**config.mk**
```make
export PLATFORM = sky130hd
export DESIGN_NAME = seven_segment_scan
export DESIGN_NICKNAME = d
export VERILOG_FILES = /design/src/rtl/seven_segment_scan.sv
export SDC_FILE = /design/constraint.sdc
export NUM_CORES = 1
export LEC_CHECK = 0
export ABC_AREA = 1
export ABC_CLOCK_PERIOD_IN_PS = 1800
export BUFFER_PORTS_ARGS = -buffer_cell sky130_fd_sc_hd__clkbuf_2
export CORE_MARGIN = 10
export CORE_UTILIZATION = 55
export CTS_CLUSTER_SIZE = 30
export DETAILED_ROUTE_END_ITERATION = 16
export PLACE_DENSITY = 0.77
export SKIP_CTS_REPAIR_TIMING = 1
export SLEW_MARGIN = 10
export SYNTH_ARGS = -nofsm -noshare
export SYNTH_HDL_FRONTEND = slang
export SYNTH_SLANG_ARGS = --single-unit
```
**constraint.sdc**
```tcl
create_clock -name clk -period 1.8 [get_ports clk]
set_input_delay 0 -clock clk [delete_from_list [all_inputs] [get_ports clk]]
set_output_delay 0 -clock clk [all_outputs]
set_load 0.005 [all_outputs]
```
**src/rtl/seven_segment_scan.sv**
```systemverilog
// seven_segment_scan
//   Multiplexed hex display driver. Time-shares one 7-segment bus across
//   DIGITS digit enables. The value, decimal points and digit enables are
//   snapshotted once per full scan so the display never tears. Each digit
//   slot opens with DEAD_CYCLES of dead time (all anodes off) to stop
//   ghosting. Leading-zero blanking and the output polarity are both
//   selectable.
//
// Ports
//   clk        system clock
//   reset      synchronous, active-high reset
//   enable     1 = scan runs; 0 = freeze scan with the display dark
//   value      4*DIGITS hex value; nibble i is shown on digit i (0 = rightmost)
//   dp         decimal point request per digit
//   digit_en   per-digit enable; 0 blanks that digit
//   segments   {a,b,c,d,e,f,g}, bit 6 = a
//   dp_out     decimal point segment
//   anodes     one-hot digit select
//   scan_done  1-cycle pulse when a full scan completes (snapshot taken)
module seven_segment_scan #(
  parameter int DIGITS         = 4,
  parameter int REFRESH_CYCLES = 100000,
  parameter int DEAD_CYCLES    = 1,
  parameter int LZ_BLANK       = 0,
  parameter int ACTIVE_LOW     = 1
) (
  input  logic                  clk,
  input  logic                  reset,
  input  logic                  enable,
  input  logic [4*DIGITS-1:0]   value,
  input  logic [DIGITS-1:0]     dp,
  input  logic [DIGITS-1:0]     digit_en,
  output logic [6:0]            segments,
  output logic                  dp_out,
  output logic [DIGITS-1:0]     anodes,
  output logic                  scan_done
);

  localparam int PS_W  = $clog2(REFRESH_CYCLES);
  localparam int IDX_W = (DIGITS > 1) ? $clog2(DIGITS) : 1;
  localparam logic [PS_W-1:0]  PS_LAST  = PS_W'(REFRESH_CYCLES - 1);
  localparam logic [PS_W-1:0]  PS_DEAD  = PS_W'(DEAD_CYCLES);
  localparam logic [IDX_W-1:0] IDX_LAST = IDX_W'(DIGITS - 1);
  localparam logic             INV      = (ACTIVE_LOW != 0);

  logic [PS_W-1:0]     ps_cnt_q, ps_cnt_d;
  logic [IDX_W-1:0]    idx_q, idx_d;
  logic [4*DIGITS-1:0] snap_val_q, snap_val_d;
  logic [DIGITS-1:0]   snap_dp_q, snap_dp_d;
  logic [DIGITS-1:0]   snap_en_q, snap_en_d;
  logic                scan_done_q, scan_done_d;
  logic [6:0]          seg_q, seg_d;
  logic                dp_out_q, dp_out_d;
  logic [DIGITS-1:0]   anodes_q, anodes_d;

  logic                tick;
  logic                take;
  logic                digit_on;
  logic                zeros_above;
  logic [DIGITS-1:0]   lz_mask;
  logic [DIGITS-1:0]   an_on;
  logic [3:0]          cur_nib;

  function automatic logic [6:0] font7(input logic [3:0] n);
    case (n)
      4'h0: font7 = 7'b1111110;
      4'h1: font7 = 7'b0110000;
      4'h2: font7 = 7'b1101101;
      4'h3: font7 = 7'b1111001;
      4'h4: font7 = 7'b0110011;
      4'h5: font7 = 7'b1011011;
      4'h6: font7 = 7'b1011111;
      4'h7: font7 = 7'b1110000;
      4'h8: font7 = 7'b1111111;
      4'h9: font7 = 7'b1110011;
      4'hA: font7 = 7'b1110111;
      4'hB: font7 = 7'b0011111;
      4'hC: font7 = 7'b1001110;
      4'hD: font7 = 7'b0111101;
      4'hE: font7 = 7'b1001111;
      default: font7 = 7'b1000111;
    endcase
  endfunction

  // Scan timing and snapshot capture.
  always_comb begin
    tick        = enable && (ps_cnt_q == PS_LAST);
    take        = tick && (idx_q == IDX_LAST);
    ps_cnt_d    = ps_cnt_q;
    idx_d       = idx_q;
    snap_val_d  = snap_val_q;
    snap_dp_d   = snap_dp_q;
    snap_en_d   = snap_en_q;
    scan_done_d = take;
    if (enable) ps_cnt_d = tick ? '0 : ps_cnt_q + 1'b1;
    if (tick)   idx_d    = (idx_q == IDX_LAST) ? '0 : idx_q + 1'b1;
    if (take) begin
      snap_val_d = value;
      snap_dp_d  = dp;
      snap_en_d  = digit_en;
    end
  end

  // Leading-zero mask: walk from the top digit down, blanking zeros until
  // the first non-zero nibble. Digit 0 is never part of the walk.
  always_comb begin
    lz_mask     = '0;
    zeros_above = 1'b1;
    if (LZ_BLANK != 0) begin
      for (int unsigned k = 0; k < DIGITS - 1; k++) begin
        if (zeros_above && (snap_val_q[4*(DIGITS-1-k) +: 4] == 4'h0))
          lz_mask[DIGITS-1-k] = 1'b1;
        else
          zeros_above = 1'b0;
      end
    end
  end

  // Output decode, registered with polarity applied at the flop input.
  always_comb begin
    cur_nib  = snap_val_q[{idx_q, 2'b00} +: 4];
    digit_on = enable && (ps_cnt_q >= PS_DEAD) && snap_en_q[idx_q] && !lz_mask[idx_q];
    an_on    = '0;
    for (int unsigned i = 0; i < DIGITS; i++) begin
      if (digit_on && (idx_q == IDX_W'(i))) an_on[i] = 1'b1;
    end
    seg_d    = (digit_on ? font7(cur_nib) : 7'b0000000) ^ {7{INV}};
    dp_out_d = (digit_on && snap_dp_q[idx_q]) ^ INV;
    anodes_d = an_on ^ {DIGITS{INV}};
  end

  always_ff @(posedge clk) begin
    if (reset) begin
      ps_cnt_q    <= '0;
      idx_q       <= '0;
      snap_val_q  <= '0;
      snap_dp_q   <= '0;
      snap_en_q   <= '0;
      scan_done_q <= 1'b0;
      seg_q       <= {7{INV}};
      dp_out_q    <= INV;
      anodes_q    <= {DIGITS{INV}};
    end else begin
      ps_cnt_q    <= ps_cnt_d;
      idx_q       <= idx_d;
      snap_val_q  <= snap_val_d;
      snap_dp_q   <= snap_dp_d;
      snap_en_q   <= snap_en_d;
      scan_done_q <= scan_done_d;
      seg_q       <= seg_d;
      dp_out_q    <= dp_out_d;
      anodes_q    <= anodes_d;
    end
  end

  assign segments  = seg_q;
  assign dp_out    = dp_out_q;
  assign anodes    = anodes_q;
  assign scan_done = scan_done_q;

endmodule
```
==> metrics.txt, run 1 <==
status finished, final reports clean; Finished Core Util 66.1%; via count 2860; Worst Path Arrival 1.87 ns; wire per inst 13.1 um; min Tclk post-route 1.66 ns; Post-Syn Instances just over 400; worst-path cell chain ha_1, nand2_2, nor2_8, nand4_2, nand3_1, nand2_1; Layout area overhead 18.1%; worst path bufs/invs 0; Post-synth EDFFs 0; Post-Syn Area per Cell approximately 7.4 um^2; final setup fails 0; R2R Setup Slk about 0.14 ns; clk_lat worst skew 0.31 ns; Synth Cell Area 3040 um^2; Synth area leader dfxtp_1; ANT cells 0; total clock sinks 56; area of the multi-input gates 1630 um^2; type of origin of the critical path register; upper clock frequency limit 604 MHz; Clock Tree Root clkbuf_8; Area contributors post-synth dfxtp_1, nand2_1, nand3_1; number of buffers added on ports 39; LEAKAGE 1.75 nW; number of antenna violations at the first check in global routing 0; DRT iter0 DRCs 175; Setup TNS 0 ns; slowest CP cell dfxtp_1; DR pass1 iterations 5; core area 5440 um^2; Max-Cap Viols 0; most common cell in the netlist nand2_1; total track usage 15.7%; CP max FO 13; row count 27; maximum clock insertion buffer count 2; post-synthesis sequential area ratio about 37%; Initial Utilization 56.0%; Final ANT Viol Nets 0; drt total wl 7.19 mm; type of the worst setup path register to register; H-tree depth 2; final hold vios 0; die width 94.4 um; CTS buffer count 5; number of synthesized register bits 56; synth cell count leaders nand2_1, dfxtp_1, nand3_1; die area between 8000 and 9000 um^2; largest vdd supply drop 0.330 mV; die span in y 94.4 um; first-pass GRT wire length 11.5 mm; RSZ-0062 raised after global routing no; cell family with most CP delay simple AND/OR/NAND/NOR gates; Clock Skew 0.00680 ns; Clk pin slew, worst setup/hold paths 0.09 ns; ys async rst share 0%; fin crit share 92.0%; Post-DP HPWL ~5 mm; total grt overflow 0; Most used DFF post-synth dfxtp_1; pin count of the biggest net entering global routing 29; GP Congestion 0.943; power per cell area ~580 nW/um^2; Slew HR approximately 73%; vias in the first global route 2556; fill cell count 475; share of layout cells above drive strength 1 19.7%; top-area cell type share of the netlist area 36.8%; Crit. End Element register; CP peak stage delay 0.40 ns; Register Area around 1100 um^2; fin nets 515; Critical Path RT 2.01 ns; Hold Path Class primary input to register; Top-Level Pins 40; Yosys warning count 0; Slew Viols, Final 0; post-synth net total 450; Netlist cell types 34; via/cell ratio 5.21; DRC violations left 0; worst slew pin tran 0.408 ns; CTS tree yes
==> metrics by stage <==
stage / worst slack [ns] / hold slack, ns / std cells / power [mW] / area [um^2]
global placement: 0.189 / 0.234 / 515 / 1.37 / 3230
CTS: 0.0726 / -0.0842 / 523 / 2.05 / 3320
finish: 0.144 / 0.0816 / 549 / 2.08 / 3590
floorplan: 0.158 / 0.0724 / 411 / 1.33 / 3040
global route: 0.0144 / 0.113 / 549 / 2.16 / 3590
detailed placement: 0.0899 / 0.239 / 515 / 1.37 / 3230
==> sequential cells by signal, indices dropped and copies added, names as in the netlist <==
register	flops
anodes	4
dp_out	1
idx_q	2
ps_cnt_q	17
scan_done	1
segments	7
snap_dp_q	4
snap_en_q	4
snap_val_q	16
==> path summary, 6_finish.rpt <==
kind / to / cells after the start / startpoint
setup reg to reg: snap_val_q[6] / 6 / ps_cnt_q[1]
setup / recovery: snap_val_q[6] / 6 / ps_cnt_q[1]
hold reg to reg: snap_en_q[3] / 2 / snap_en_q[3]
hold / removal: ps_cnt_q[0] / 3 / enable
==> worst min-delay path, cell delays in order <==
cell and delay [ns]:
clkbuf_2 0.18, nand2_1 0.11, o22ai_1 0.06
==> final cells by class <==
| cell class | count | area share [%] |
|---|---|---|
| clock buffer | 8 | 2.51 |
| tap | 72 | 2.51 |
| inverter | 36 | 3.83 |
| timing repair buffer | 74 | 14.5 |
| multi-input combinational | 303 | 45.4 |
| sequential | 56 | 31.3 |
==> layer usage <==
layer | wire length (um) | global-route usage [%]
met1 | 3090 | 18.1
met2 | 3500 | 26.8
met3 | 400 | 3.49
met4 | 209 | 7.72
met5 | 0 | 0
==> power by group <==
part / total (mW) / internal, mW / switching, mW
clock network: 0.696 / 0.315 / 0.381
registers: 1.25 / 1.24 / 0.00369
logic: 0.140 / 0.0746 / 0.0653
==> cells by family after synthesis <==
family / synth area share (%)
buffers and inverters: 10.2
adder cells (fa/ha/maj): 4.93
AND/OR/NAND/NOR: 44.3
XOR/XNOR: 0.863
AO/OA/AOI/OAI: 2.92
flip-flops: 36.8
==> cell usage in the layout, fill, tap and decap left out, types with 3 or more instances in the layout <==
cell             n
nor2_2           3
xor2_1           3
nor2_8           4
nand2_1        109
buf_4           10
o22ai_1          3
nand2_4          3
dfxtp_1         54
nor2_1          48
a21oi_1          4
clkbuf_8         6
inv_2           10
nor3_1           4
ha_1            12
clkbuf_2        39
nand4_1         31
nand3_1         56
nand2_2          7
inv_1           25
dlygate4sd3_1   25
Power figures use the tool's default switching activity.
==> run 2, diff against run 1 <==
GPL_TIMING_DRIVEN = 0   (was default)
==> metrics.txt, run 2 (synthesized netlist as in run 1, its figures left out) <==
Max-Cap Viols 0; Final ANT Viol Nets 0; Layout area overhead 21.5%; worst r2r path cells 12; worst-path cell chain buf_6, nand2_1, nand3_1, nand2_2, inv_2, ha_2, inv_1, nand2_1, nand3_1, nand2_1, inv_1, nand2_1; RSZ-0062 raised after global routing no; CP max FO 10; wire per inst 13.3 um; R2R Setup Slk 0.19 ns; clk_lat worst skew 0.31 ns; vias in the first global route 2670; total clock sinks 56; fin crit share 89.7%; clock group share of total power between 30% and 40%; commonest cells after routing, fill and taps aside nand2_1, nand3_1, dfxtp_1, nor2_1, clkbuf_2; Hold Path Class primary input to register; core area 5440 um^2; Finished Core Util 68.0%; WP depth 12; status finished, final reports clean; final setup margin 0.186 ns; Setup WS pre-CTS -0.201 ns; min Tclk post-route 1.61 ns; Initial Utilization between 50% and 60%; die span in y 94.4 um; worst path bufs/invs 4; die width 94.4 um; total track usage 16.6%; LEAKAGE 1.78 nW; DR pass1 iterations 4; total grt overflow 0; Post-DP HPWL 5.36 mm; NetSw about 480 uW; Hold Path Depth 3; Crit. End Element register; largest vdd supply drop 0.400 mV; type of origin of the critical path register; Slew HR 67.0%; Clk pin slew, worst setup/hold paths roughly 0.10 ns; first-pass GRT wire length 12.1 mm; power per cell area 571 nW/um^2; drt total wl around 7.4 mm; type of the worst setup path register to register; Largest Register ps_cnt_q; slowest CP cell dfxtp_4; die area 8910 um^2; H-tree depth 2; pin count of the biggest net entering global routing 17; number of buffers added on ports 38; final setup fails 0; max FFs per register 17; Top-Level Pins 40; share of layout cells above drive strength 1 21.1%; Setup crit end segments[6]; cell family with most CP delay simple AND/OR/NAND/NOR gates; Worst path most repeated cell nand2_1; Worst Path Arrival 1.82 ns; upper clock frequency limit around 620 MHz; row count 27; number of antenna violations at the first check in global routing 0; internal power approximately 1.6 mW; Critical Path Source idx_q[0]; maximum clock insertion buffer count 2; CP peak stage delay between 0.3 and 0.4 ns; final hold vios 0; via count 2918; fill cell count about 450; switching share of power ~23%; Clock Skew around 0.007 ns; DRT iter0 DRCs 189; Critical Path RT between 2 and 2.5 ns; ANT cells 0; CTS tree yes; CTS buffer count 5; worst slew pin tran 0.495 ns; most common cell after layout, fill and taps aside nand2_1; Setup TNS 0 ns; Clock Tree Root clkbuf_8; GP Congestion 0.974; RR Endpoint segments[6]; FF-to-FF Start idx_q[0]; share of power burned in registers 59.0%; minimum hold slack between 0.02 and 0.025 ns; via/cell ratio 5.26; Slew Viols, Final 0; fin nets 521; DRC violations left 0; Gate power share 6.9%
## run 2: changes by cell type in the layout (fill, tap and decap cells not counted), moves of 2 or more
cell      before  now
buf_4         10    3
buf_6          0    9
nand2_2        7    9
buf_8          0    2
clkbuf_8       6    8
buf_1          0    2
## run 2: layout make-up
| class | instances | area [um^2] | share of cell area, % |
|---|---|---|---|
| buffer | 16 | 174 | 4.70 |
| inverter | 36 | 140 | 3.79 |
| tap | 72 | 90.1 | 2.43 |
| sequential | 56 | 1130 | 30.4 |
| timing repair buffer | 65 | 455 | 12.3 |
| multi-input combinational | 302 | 1620 | 43.8 |
| clock inverter | 1 | 7.51 | 0.203 |
| clock buffer | 7 | 86.3 | 2.33 |
## run 2: how the worst min path moves through the flow
stage / start / endpoint / slack, ns
3_3_place_gp: value[15] / snap_val_q[15] / 0.23
5_1_grt: enable / ps_cnt_q[0] / 0.03
3_5_place_dp: value[13] / snap_val_q[13] / 0.25
4_1_cts: digit_en[0] / snap_en_q[0] / -0.09
6_report: enable / ps_cnt_q[0] / 0.02
2_1_floorplan: reset / ps_cnt_q[6] / 0.07
## run 2: worst min-delay path, stage by stage
cell and delay (ns):
buf_4 0.15, nand2_1 0.07, o22ai_1 0.07
## run 2: through the flow
stage	power (mW)	instances	cell area (um^2)
after floorplan	1.33	411	3040
after global placement	1.37	521	3320
after detailed placement	1.38	521	3320
after CTS	2.08	529	3420
after global routing	2.20	555	3700
final	2.11	555	3700
## run 2: layer usage
metal	track usage (%)	wire length, um
met1	18.7	3060
met2	29.7	3720
met3	3.89	437
met4	6.46	142
met5	0	0
## run 2: power by group through the flow
stage | clock, mW | sequential [mW] | combinational [mW]
finish | 0.720 | 1.25 | 0.146
global route | 0.798 | 1.25 | 0.157
CTS | 0.735 | 1.25 | 0.102
detailed placement | 0 | 1.28 | 0.101
global placement | 0 | 1.28 | 0.0978
floorplan | 0 | 1.27 | 0.0532
